### src/rtl/sqw_meas_ctrl.sv
// Square-wave half-period monitor: measures the time between edges (or times out),
// classifies each half-period against a band and debounces the result into OK/FAULT.
module sqw_meas_ctrl #(
  parameter int CNT_W     = 20,
  parameter int MIN_HALF  = 24000,
  parameter int MAX_HALF  = 36000,
  parameter int FAULT_CNT = 3,
  parameter int GOOD_CNT  = 4
) (
  input  logic             iClk,
  input  logic             iRst,
  input  logic             iEn,
  input  logic             isquareWave,
  output logic             oState_n,
  output logic             oValid,
  output logic [CNT_W-1:0] oHalfLen,
  output logic             oTimeout
);

  localparam int RUN_W = 8;
  localparam logic [CNT_W-1:0] TMO_LEN   = CNT_W'(MAX_HALF + 1);
  localparam logic [CNT_W-1:0] MIN_LEN   = CNT_W'(MIN_HALF);
  localparam logic [CNT_W-1:0] MAX_LEN   = CNT_W'(MAX_HALF);
  localparam logic [RUN_W-1:0] FAULT_LIM = RUN_W'(FAULT_CNT);
  localparam logic [RUN_W-1:0] GOOD_LIM  = RUN_W'(GOOD_CNT);

  typedef enum logic [1:0] {IDLE, ARM, RUN_OK, RUN_FAULT} state_e;

  state_e           state_q, state_d;
  logic [2:0]       sync_q;
  logic [CNT_W-1:0] cnt_q, cnt_d;
  logic [RUN_W-1:0] bad_q, bad_d, good_q, good_d;
  logic             valid_q, valid_d;
  logic [CNT_W-1:0] len_q, len_d;
  logic             tmo_q, tmo_d;

  logic             edge_det, tmo_hit, meas, len_good;
  logic [RUN_W-1:0] bad_inc, good_inc;

  // sync_q[1:0] is the two-flop synchroniser, sync_q[2] the edge-detect history
  assign edge_det = sync_q[1] ^ sync_q[2];
  assign tmo_hit  = (cnt_q == TMO_LEN);
  assign meas     = edge_det | tmo_hit;
  // A timeout leaves cnt_q at MAX_HALF+1, so it always lands out of band
  assign len_good = (cnt_q >= MIN_LEN) && (cnt_q <= MAX_LEN);
  assign bad_inc  = (&bad_q)  ? bad_q  : bad_q + 1'b1;
  assign good_inc = (&good_q) ? good_q : good_q + 1'b1;

  always_comb begin
    state_d = state_q;
    cnt_d   = cnt_q;
    bad_d   = bad_q;
    good_d  = good_q;
    valid_d = 1'b0;
    len_d   = len_q;
    tmo_d   = tmo_q;
    if (!iEn) begin
      state_d = IDLE;
      cnt_d   = '0;
      bad_d   = '0;
      good_d  = '0;
    end else begin
      case (state_q)
        IDLE: begin
          state_d = ARM;
          cnt_d   = '0;
        end
        ARM: begin
          if (meas) begin
            state_d = RUN_OK;
            cnt_d   = CNT_W'(1);
            if (!edge_det) begin
              valid_d = 1'b1;
              len_d   = cnt_q;
              tmo_d   = 1'b1;
            end
          end else begin
            cnt_d = cnt_q + 1'b1;
          end
        end
        RUN_OK, RUN_FAULT: begin
          if (meas) begin
            valid_d = 1'b1;
            len_d   = cnt_q;
            tmo_d   = ~edge_det;
            cnt_d   = CNT_W'(1);
            if (state_q == RUN_OK) begin
              if (len_good) begin
                bad_d = '0;
              end else if (bad_inc >= FAULT_LIM) begin
                state_d = RUN_FAULT;
                bad_d   = '0;
                good_d  = '0;
              end else begin
                bad_d = bad_inc;
              end
            end else begin
              if (!len_good) begin
                good_d = '0;
              end else if (good_inc >= GOOD_LIM) begin
                state_d = RUN_OK;
                bad_d   = '0;
                good_d  = '0;
              end else begin
                good_d = good_inc;
              end
            end
          end else begin
            cnt_d = cnt_q + 1'b1;
          end
        end
        default: state_d = IDLE;
      endcase
    end
  end

  always_ff @(posedge iClk) begin
    if (iRst) begin
      state_q <= IDLE;
      sync_q  <= '0;
      cnt_q   <= '0;
      bad_q   <= '0;
      good_q  <= '0;
      valid_q <= 1'b0;
      len_q   <= '0;
      tmo_q   <= 1'b0;
    end else begin
      state_q <= state_d;
      sync_q  <= {sync_q[1:0], isquareWave};
      cnt_q   <= cnt_d;
      bad_q   <= bad_d;
      good_q  <= good_d;
      valid_q <= valid_d;
      len_q   <= len_d;
      tmo_q   <= tmo_d;
    end
  end

  assign oState_n = (state_q != RUN_FAULT);
  assign oValid   = valid_q;
  assign oHalfLen = len_q;
  assign oTimeout = tmo_q;

endmodule

### config.mk
export PLATFORM = sky130hd
export DESIGN_NAME = sqw_meas_ctrl
export DESIGN_NICKNAME = d
export VERILOG_FILES = /design/src/rtl/sqw_meas_ctrl.sv
export SDC_FILE = /design/constraint.sdc
export NUM_CORES = 1
export LEC_CHECK = 0
export ABC_AREA = 1
export BUFFER_PORTS_ARGS = -buffer_cell sky130_fd_sc_hd__buf_2
export CAP_MARGIN = 20
export CORE_MARGIN = 2
export CORE_UTILIZATION = 40
export DETAILED_ROUTE_END_ITERATION = 8
export MAX_ROUTING_LAYER = met4
export PLACE_DENSITY_LB_ADDON = 0.15
export SLEW_MARGIN = 20
export SYNTH_ARGS = -nofsm -noshare
export SYNTH_HDL_FRONTEND = slang
export SYNTH_SLANG_ARGS = --single-unit
### constraint.sdc
create_clock -name iClk -period 1.9 [get_ports iClk]
set_input_delay 0.285 -clock iClk [delete_from_list [all_inputs] [get_ports iClk]]
set_output_delay 0.285 -clock iClk [all_outputs]
set_load 0.05 [all_outputs]
# Word-level counts from Yosys, hierarchy flattened

Index checks and enable logic that the tools add are counted.

Flip-flop bits (word level): 63
Output and inout bits: 23
Logic and storage cells: 81

$add $sub $neg: 3
Magnitude comparators: 4
Equal/unequal tests: 14
Muxes and demuxes: 34
Bitwise logic cells: 4
Reductions and logical operators: 14

Operators with widths:

| operator              | count |
|---|---|
| $mux 8                | 12 |
| $mux 20               | 4 |
| $pmux 20 s2           | 2 |
| $add 20x1->20 const B | 1 |
| $eq 20x16->1 const B  | 1 |
| $ge 20x15->1 const B  | 1 |
| $le 20x16->1 const B  | 1 |
| $add 8x1->8 const B   | 2 |
| $reduce_and 8->1      | 2 |
| $mux 2                | 7 |
| $ne 3x3->1 const B    | 4 |
| $ne 2x2->1 const B    | 5 |
| $ge 8x2->1 const B    | 1 |
| $ge 8x3->1 const B    | 1 |
| $reduce_and 4->1      | 2 |
| $mux 1                | 6 |
| $pmux 2 s3            | 1 |
| $reduce_and 6->1      | 1 |
| $reduce_bool 2->1     | 3 |
| $reduce_and 5->1      | 1 |
| $eq 2x2->1 const B    | 2 |
| $pmux 1 s2            | 2 |
| $reduce_or 2->1       | 2 |
| $reduce_or 3->1       | 1 |
| 7 further kinds       | 8 |

# Longest topological paths before layout

Gate-level depths: netlist (run 1).

Word-level depth: 8
Gate-level depth with buffers: 14

# Worst setup path after synthesis (run 1)

No wires, ideal clock.

Path kind: reg-to-reg
Start point: reg bad_q[0]
End point: reg good_q[0]
Library setup time: 0.064 ns
Arrival time: 1.582 ns
Required time: 1.836 ns
Slack: 0.253 ns
Stages on the path, launching flop included: 15
Path buffers: 0
Clock period less this slack: 1.647 ns
Cell sequence: dfxtp_1 > ha_1 > inv_1 > nor2_1 > nor2_1 > nand2_1 > nor2_1 > inv_1 > nor2_1 > nor2_4 > nand2_2 > clkinv_2 > nand2_1 > nand3_1 > nor2_1

Cells in the longest elaborated chain, start to end: 5
Elaborated cells on any way between the ends: 6
Those cells by class: add/sub: 1; order compare: 1; eq/ne: 1; mux: 1; reduce/logical: 2

RTL lines:

| what                                            | line | source |
|---|---|---|
| start, declared                                 | 32   | `logic [RUN_W-1:0] bad_q, bad_d, good_q, good_d;` |
| start signal, assigned                          | 122  | `bad_q <= '0;` |
| start signal, assigned                          | 131  | `bad_q <= bad_d;` |
| $add 8x1->8 or $reduce_and 8->1 (tied branches) | 46   | `assign bad_inc = (&bad_q) ? bad_q : bad_q + 1'b1;` |
| $mux 8 *                                        | 46   |  |
| $ge 8x2->1 *                                    | 90   | `end else if (bad_inc >= FAULT_LIM) begin` |
| $ne 2x1->1 (no source line) *                   | -    |  |
| $reduce_and 4->1 (no source line) *             | -    |  |
| end signal, assigned                            | 132  | `good_q <= good_d;` |
| end, declared                                   | 32   |  |

Mark *: on every way between the ends. The rest lies on a longest branch, timed or not.
A chain may end at the register's enable or synchronous reset.

# Worst setup path after layout (run 1)

Start point: reg cnt_q[1]
End point: reg cnt_q[16]

Cells in the longest elaborated chain, start to end: 4
Elaborated cells on any way between the ends: 5
Those cells by class: add/sub: 1; eq/ne: 1; mux: 2; bitwise: 1

RTL lines:

| what                                                  | line   | source |
|---|---|---|
| start, declared                                       | 31     | `logic [CNT_W-1:0] cnt_q, cnt_d;` |
| start signal, assigned                                | 130    | `cnt_q <= cnt_d;` |
| branches (longest 2 deep; another with $add 20x1->20) | -      |  |
| $mux 20 *                                             | 69, 82 |  |
| $pmux 20 s2 *                                         | 63     | `case (state_q)` |

Mark *: on every way between the ends.

==> results of run 1 <==
[flip-flops by register name, summed over array words and instances (netlist names)]
register / flops
bad_q: 8
oHalfLen: 20
state_q: 2
good_q: 8
sync_q: 3
oTimeout: 1
oValid: 1
cnt_q: 20
[worst paths after layout]
path / from / to / depth (start not counted)
max: cnt_q[1]$_SDFF_PP0_ / cnt_q[16]$_SDFF_PP0_ / 10
min: isquareWave / sync_q[0]$_SDFF_PP0_ / 3
max reg2reg: cnt_q[1]$_SDFF_PP0_ / cnt_q[16]$_SDFF_PP0_ / 10
min reg2reg: sync_q[0]$_SDFF_PP0_ / sync_q[1]$_SDFF_PP0_ / 2
[where the power goes]
part           total [mW]  switching [mW]  internal (mW)
combinational       0.117          0.0849         0.0318
sequential           1.34         0.00937           1.33
clock                1.01           0.460          0.549
[metal layers]
layer / vias up / share of wire / GRT usage
met5: - / 0 / -
met4: 0 / 0.0071 / 0.0654
met3: 4 / 0.022 / 0.0285
met2: 27 / 0.41 / 0.217
met1: 1092 / 0.56 / 0.227
li1: 1304 / - / -
[layout by cell type (no fill, tap or decap), types with 2 or more instances in the layout]
| cell | synthesis | final |
|---|---|---|
| sky130_fd_sc_hd__a211oi_1 | 6 | 6 |
| sky130_fd_sc_hd__a211oi_2 | 9 | 9 |
| sky130_fd_sc_hd__a21oi_1 | 12 | 12 |
| sky130_fd_sc_hd__buf_2 | 4 | 26 |
| sky130_fd_sc_hd__buf_4 | 1 | 9 |
| sky130_fd_sc_hd__clkbuf_1 | 1 | 5 |
| sky130_fd_sc_hd__clkbuf_8 | 0 | 11 |
| sky130_fd_sc_hd__dfxtp_1 | 63 | 58 |
| sky130_fd_sc_hd__dfxtp_2 | 0 | 5 |
| sky130_fd_sc_hd__ha_1 | 5 | 4 |
| sky130_fd_sc_hd__inv_1 | 45 | 45 |
| sky130_fd_sc_hd__inv_2 | 9 | 9 |
| sky130_fd_sc_hd__nand2_1 | 44 | 43 |
| sky130_fd_sc_hd__nand2_2 | 8 | 9 |
| sky130_fd_sc_hd__nand2_4 | 2 | 2 |
| sky130_fd_sc_hd__nand3_1 | 23 | 23 |
| sky130_fd_sc_hd__nand3_2 | 4 | 4 |
| sky130_fd_sc_hd__nand4_1 | 5 | 5 |
| sky130_fd_sc_hd__nor2_1 | 73 | 71 |
| sky130_fd_sc_hd__nor2_2 | 10 | 10 |
| sky130_fd_sc_hd__nor2_4 | 5 | 7 |
| sky130_fd_sc_hd__nor3_1 | 13 | 13 |
| sky130_fd_sc_hd__nor3b_1 | 4 | 4 |
| sky130_fd_sc_hd__nor4_1 | 2 | 2 |
| sky130_fd_sc_hd__o211ai_1 | 2 | 2 |
| sky130_fd_sc_hd__o21ai_0 | 13 | 13 |
| sky130_fd_sc_hd__or2_1 | 2 | 2 |
| sky130_fd_sc_hd__xor2_1 | 7 | 7 |
[cells by family after synthesis]
logic type,share of synthesized area
AOI/OAI and AO/OA,0.106
xor gates and xnor gates,0.0207
adders and majority gates,0.0211
buffers and inverters,0.0915
DFF,0.425
and+or+nand+nor,0.336
[cells in the mapped netlist, types with 5 or more instances]
cell type / count / area share
sky130_fd_sc_hd__a211oi_2: 9 / 0.038
sky130_fd_sc_hd__nor2_2: 10 / 0.021
sky130_fd_sc_hd__nand3_1: 23 / 0.039
sky130_fd_sc_hd__nor2_1: 73 / 0.092
sky130_fd_sc_hd__inv_1: 45 / 0.057
sky130_fd_sc_hd__nand4_1: 5 / 0.011
sky130_fd_sc_hd__nor3_1: 13 / 0.022
sky130_fd_sc_hd__o21ai_0: 13 / 0.022
sky130_fd_sc_hd__xor2_1: 7 / 0.021
sky130_fd_sc_hd__inv_2: 9 / 0.011
sky130_fd_sc_hd__a211oi_1: 6 / 0.015
sky130_fd_sc_hd__nand2_2: 8 / 0.017
sky130_fd_sc_hd__ha_1: 5 / 0.021
sky130_fd_sc_hd__a21oi_1: 12 / 0.020
sky130_fd_sc_hd__nand2_1: 44 / 0.056
sky130_fd_sc_hd__dfxtp_1: 63 / 0.43
sky130_fd_sc_hd__nor2_4: 5 / 0.019
[area by class of cell]
cell class,instances,area (um^2)
fillers,753,3770
well taps,99,124
inverters,56,224
multi-input cells,255,1460
repair buffers,35,198
flip-flops and latches,63,1270
clock buffers,16,170
[critical path: stages, from the launching register on]
cell and delay (ps):
sky130_fd_sc_hd__dfxtp_1 390, sky130_fd_sc_hd__ha_2 220, sky130_fd_sc_hd__nand2_2 60, sky130_fd_sc_hd__nor2_2 120
sky130_fd_sc_hd__inv_2 60, sky130_fd_sc_hd__nor3_4 130, sky130_fd_sc_hd__nand3_2 140, sky130_fd_sc_hd__nor2_4 150
sky130_fd_sc_hd__nand3_1 140, sky130_fd_sc_hd__xor2_1 190, sky130_fd_sc_hd__nor2_2 40
[through the flow]
| stage | hold slack, ps | cell area, um^2 | instances | worst slack, ps |
|---|---|---|---|---|
| after CTS | 162 | 3400 | 524 | 32.1 |
| after global routing | 186 | 3450 | 524 | 0.750 |
| after detailed placement | 415 | 3230 | 508 | 51.2 |
| after global placement | 414 | 3230 | 508 | 114 |
| final | 171 | 3450 | 524 | 146 |
| after floorplan | 388 | 2970 | 383 | 253 |
==> metrics.cfg, run 1 <==
[layout]
fin_nets=429
utilization=0.478
layout-area-overhead-vs-synth_pct=16.2
num_antenna_cells=0
layout-drive-gt1-share=0.254

[power]
power.ir.vdd_worst_v=0.000433
power_density_nw_per_um2=716
power_leakage_nw=1.51
p_total_mw=2.47

[sta]
rsz0062_at_grt=no
setup_viol_count_final=0
timing.final.hold_violations=0
slew_viol_final=0
clock-skew-final_ps=6.59
max_freq_mhz=570
worstMarginPinSlew_ps=332
worst_slew_margin_rel=0.778
min_period_over_period=0.923
setup_tns_ps=0
post-route-min-period_ps=1750

[logic_synthesis]
post_synth.cell_area_avg_um2=7.75
mappedNetlistNets=392
synth_enable_flop_cells=0
synth.cell_area_um2=2970
synthesis.instances=383
ys_warn_count=0
synth_ff_type=sky130_fd_sc_hd__dfxtp_1
ys_async_sr_fraction=0
postSynthRegisterBits=63
synth.lib_cells_used.distinct=35
ys_seq_area_frac=0.425

[grt]
via_count_of_the_first_global_routing_pass=2226
initial_antenna_violation_count=0
pin_count_of_the_biggest_net_entering_global_routing=31
grt_first_pass_wirelength_mm=10.2
track_usage=0.158
total_overflow_reported_by_the_global_router=0

[setup_path]
startpoint_type=register
critPathCaptureType=register
reg2reg_slack_ps=150
timing.setup.critical_path_class=register to register
arrival_ps=1970
required_ps=2110
worst-path-max-fanout=4

[clock_tree]
tritoncts_num_sinks=63
cts.path.max_buffers=2
clk_pin_slew_worst_paths_ps=60
buffer_type_at_the_clock_tree_root=sky130_fd_sc_hd__clkbuf_8
clock_latency_on_the_worst_skew_pair_ps=330
tritoncts=yes
cts_inserted_buffers=9
cts_post_setup_buffers_inserted=0
post_cts_resize_count=0
cts.hold.buffers_added=0
clock_tree.htree_level_count=3

[floorplanning]
coreArea_um2=7210
ioPinCount=27
height_of_the_chip_um=90.1
initial_core_util=0.411
num_rows=31
die_outline_area_um2=8120
dieWidth_um=90.1

[route]
route.detailed.drc=0
drt_iter0_markers=112
routed_wire_length_per_instance_um=11.2
drt-pass1-iter-count=4
post_drt_via_cell_ratio=4.63
vias=2427
total_wire_length_mm=5.88
ant_nets=0

[placed_design]
port_buf_inserts=26
dp.final_hpwl_mm=4.38
globalplace.congestion=0.863

[outcome]
run_status=finished, final reports clean

[hold_path]
worst_hold_path_type=input port to register

[flow_run]
max_capacitance_violation_count=0

No activity file was read; power rests on OpenSTA's default activity.
==> run 2, diff against run 1 <==
--- a/config.mk
+++ b/config.mk
@@ -12,7 +12,7 @@
 export CORE_UTILIZATION = 40
 export DETAILED_ROUTE_END_ITERATION = 8
 export MAX_ROUTING_LAYER = met4
-export PLACE_DENSITY_LB_ADDON = 0.15
+export PLACE_DENSITY = 0.67
 export SLEW_MARGIN = 20
 export SYNTH_ARGS = -nofsm -noshare
 export SYNTH_HDL_FRONTEND = slang
==> metrics.cfg, run 2 (synthesis results as in run 1) <==
[outcome]
run_status=finished, final reports clean

[clock_tree]
clk_pin_slew_worst_paths_ps=70  ; about the same
cts_post_setup_buffers_inserted=0  ; unchanged
cts.hold.buffers_added=0  ; unchanged
buffer_type_at_the_clock_tree_root=sky130_fd_sc_hd__clkbuf_8
clock_tree.htree_level_count=3  ; unchanged
tritoncts_num_sinks=63  ; unchanged
post_cts_resize_count=0  ; unchanged
tritoncts=yes
clock_latency_on_the_worst_skew_pair_ps=340  ; about the same
cts.path.max_buffers=2  ; unchanged
cts_inserted_buffers=9  ; unchanged

[floorplanning]
die_outline_area_um2=8120  ; unchanged
coreArea_um2=7210  ; unchanged
height_of_the_chip_um=90.1  ; unchanged
dieWidth_um=90.1  ; unchanged
initial_core_util=0.411  ; unchanged
num_rows=31  ; unchanged
ioPinCount=27  ; unchanged

[setup_path]
startpoint_type=register
required_ps=2160  ; +50 ps
cpPeakStageDelay_ps=340  ; -50 ps
critical_path.reg2reg.endpoint=oHalfLen[1]$_SDFFE_PP0P_
reg2reg_slack_ps=180  ; +40 ps
critPathCaptureType=register
worstPathCellList=inv_1, ha_1, nand3_1, nor2_2, nand3_4, nand2_4, nand2_4, clkinv_8, buf_12, nor2_1, a211oi_1
worst-path-max-fanout=18  ; +14
crit_family=simple AND/OR/NAND/NOR gates
timing.setup.critical_path_class=register to register
path_common_cell=sky130_fd_sc_hd__nand2_4
timing.rr.start=cnt_q[1]$_SDFF_PP0_
rr_worst_depth=11  ; +1
crit_buf_inv=3  ; +2
arrival_ps=1970  ; about the same
cp_slowest_cell=sky130_fd_sc_hd__dfxtp_1

[grt]
total_overflow_reported_by_the_global_router=0  ; unchanged
track_usage=0.161  ; +0.00281
pin_count_of_the_biggest_net_entering_global_routing=20  ; -35%
via_count_of_the_first_global_routing_pass=2258  ; +1.4%
initial_antenna_violation_count=0  ; unchanged
grt_first_pass_wirelength_mm=10.3  ; +1.2%

[hold_path]
worst_hold_path_type=input port to register
min_path_cells=3  ; unchanged
hold_path.startpoint=isquareWave
holdPathEnd=sync_q[0]$_SDFF_PP0_

[layout]
num_antenna_cells=0  ; unchanged
layout-drive-gt1-share=0.260  ; +0.00593
utilization=0.481  ; +0.00382
layout-area-overhead-vs-synth_pct=17.1
layout.cells.most_common_list=sky130_fd_sc_hd__nor2_1, sky130_fd_sc_hd__dfxtp_1, sky130_fd_sc_hd__inv_1, sky130_fd_sc_hd__nand2_1, sky130_fd_sc_hd__buf_2
post_layout_nonfiller_instances=522  ; -0.38%
mostFrequentLayoutCell=sky130_fd_sc_hd__nor2_1
fin_nets=427  ; -0.47%

[route]
total_wire_length_mm=5.83  ; -0.93%
vias=2436  ; +0.37%
route.detailed.drc=0  ; unchanged
post_drt_via_cell_ratio=4.67  ; +0.76%
drt_iter0_markers=70  ; -38%
routed_wire_length_per_instance_um=11.2  ; -0.56%
drt-pass1-iter-count=4  ; unchanged
ant_nets=0  ; unchanged

[placed_design]
port_buf_inserts=26  ; unchanged
numPlacedInstances=506  ; -0.39%
dp.final_hpwl_mm=4.32  ; -1.5%
globalplace.congestion=0.878  ; +1.7%

[sta]
clock-skew-final_ps=11.0  ; +4.43 ps
post-route-min-period_ps=1720  ; -38.5 ps
hold-worst-slack_ps=149  ; -21.7 ps
max_freq_mhz=583  ; +2.2%
worstMarginPinSlew_ps=361  ; +28.9 ps
slew_viol_final=0  ; unchanged
min_period_over_period=0.903  ; -0.0203
timing.final.hold_violations=0  ; unchanged
rsz0062_at_grt=no
worst_slew_margin_rel=0.759  ; -0.0191
setup_viol_count_final=0  ; unchanged
setup_tns_ps=0  ; unchanged

[power]
power_leakage_nw=1.53  ; +1.1%
power.ir.vdd_worst_v=0.000410  ; -5.4%
power_density_nw_per_um2=768  ; +7.3%
p_total_mw=2.67  ; +8.1%

[flow_run]
max_capacitance_violation_count=0  ; unchanged

run 2: cell type report:
type,instances,area (um^2)
timing repair buffer,33,195
sequential,63,1270
multi-input combinational,255,1450
fill,742,3740
tap,99,124
clock inverter,3,40.0
inverter,56,224
clock buffer,13,169
run 2: per-stage QoR:
step	setup slack, ps	instance area, um^2
after floorplan	253	2970
after global placement	135	3230
after detailed placement	72.2	3230
after CTS	45.4	3440
after global routing	1.07	3470
final	184	3470
run 2: how the worst max path moves through the flow:
| stage | start | depth (start not counted) | slack (ps) | end |
|---|---|---|---|---|
| after CTS | cnt_q[1]$_SDFF_PP0_ | 11 | 50 | oHalfLen[6]$_SDFFE_PP0P_ |
| after detailed placement | cnt_q[1]$_SDFF_PP0_ | 11 | 70 | oHalfLen[6]$_SDFFE_PP0P_ |
| after global routing | bad_q[0]$_SDFFE_PP0P_ | 14 | 1 | good_q[0]$_SDFFE_PP0P_ |
| after global placement | cnt_q[1]$_SDFF_PP0_ | 11 | 130 | oHalfLen[1]$_SDFFE_PP0P_ |
| after floorplan | bad_q[0]$_SDFFE_PP0P_ | 14 | 250 | good_q[0]$_SDFFE_PP0P_ |
| final | cnt_q[1]$_SDFF_PP0_ | 11 | 180 | oHalfLen[1]$_SDFFE_PP0P_ |
run 2: power breakdown:
part	internal, mW	total (mW)	switching, mW
combinational	0.0327	0.117	0.0847
clock	0.709	1.21	0.500
sequential	1.33	1.34	0.00955
run 2: tightest hold or removal path, cell delays in order:
cell	delay (ps)
sky130_fd_sc_hd__buf_2	90
sky130_fd_sc_hd__inv_1	40
sky130_fd_sc_hd__nor2_1	30
run 2: metal layers:
layer / global-route usage / vias up / share of wire
met5: - / - / 0
met1: 0.215 / 1086 / 0.52
li1: - / 1297 / -
met4: 0.0615 / 0 / 0.016
met2: 0.227 / 45 / 0.41
met3: 0.0503 / 8 / 0.046
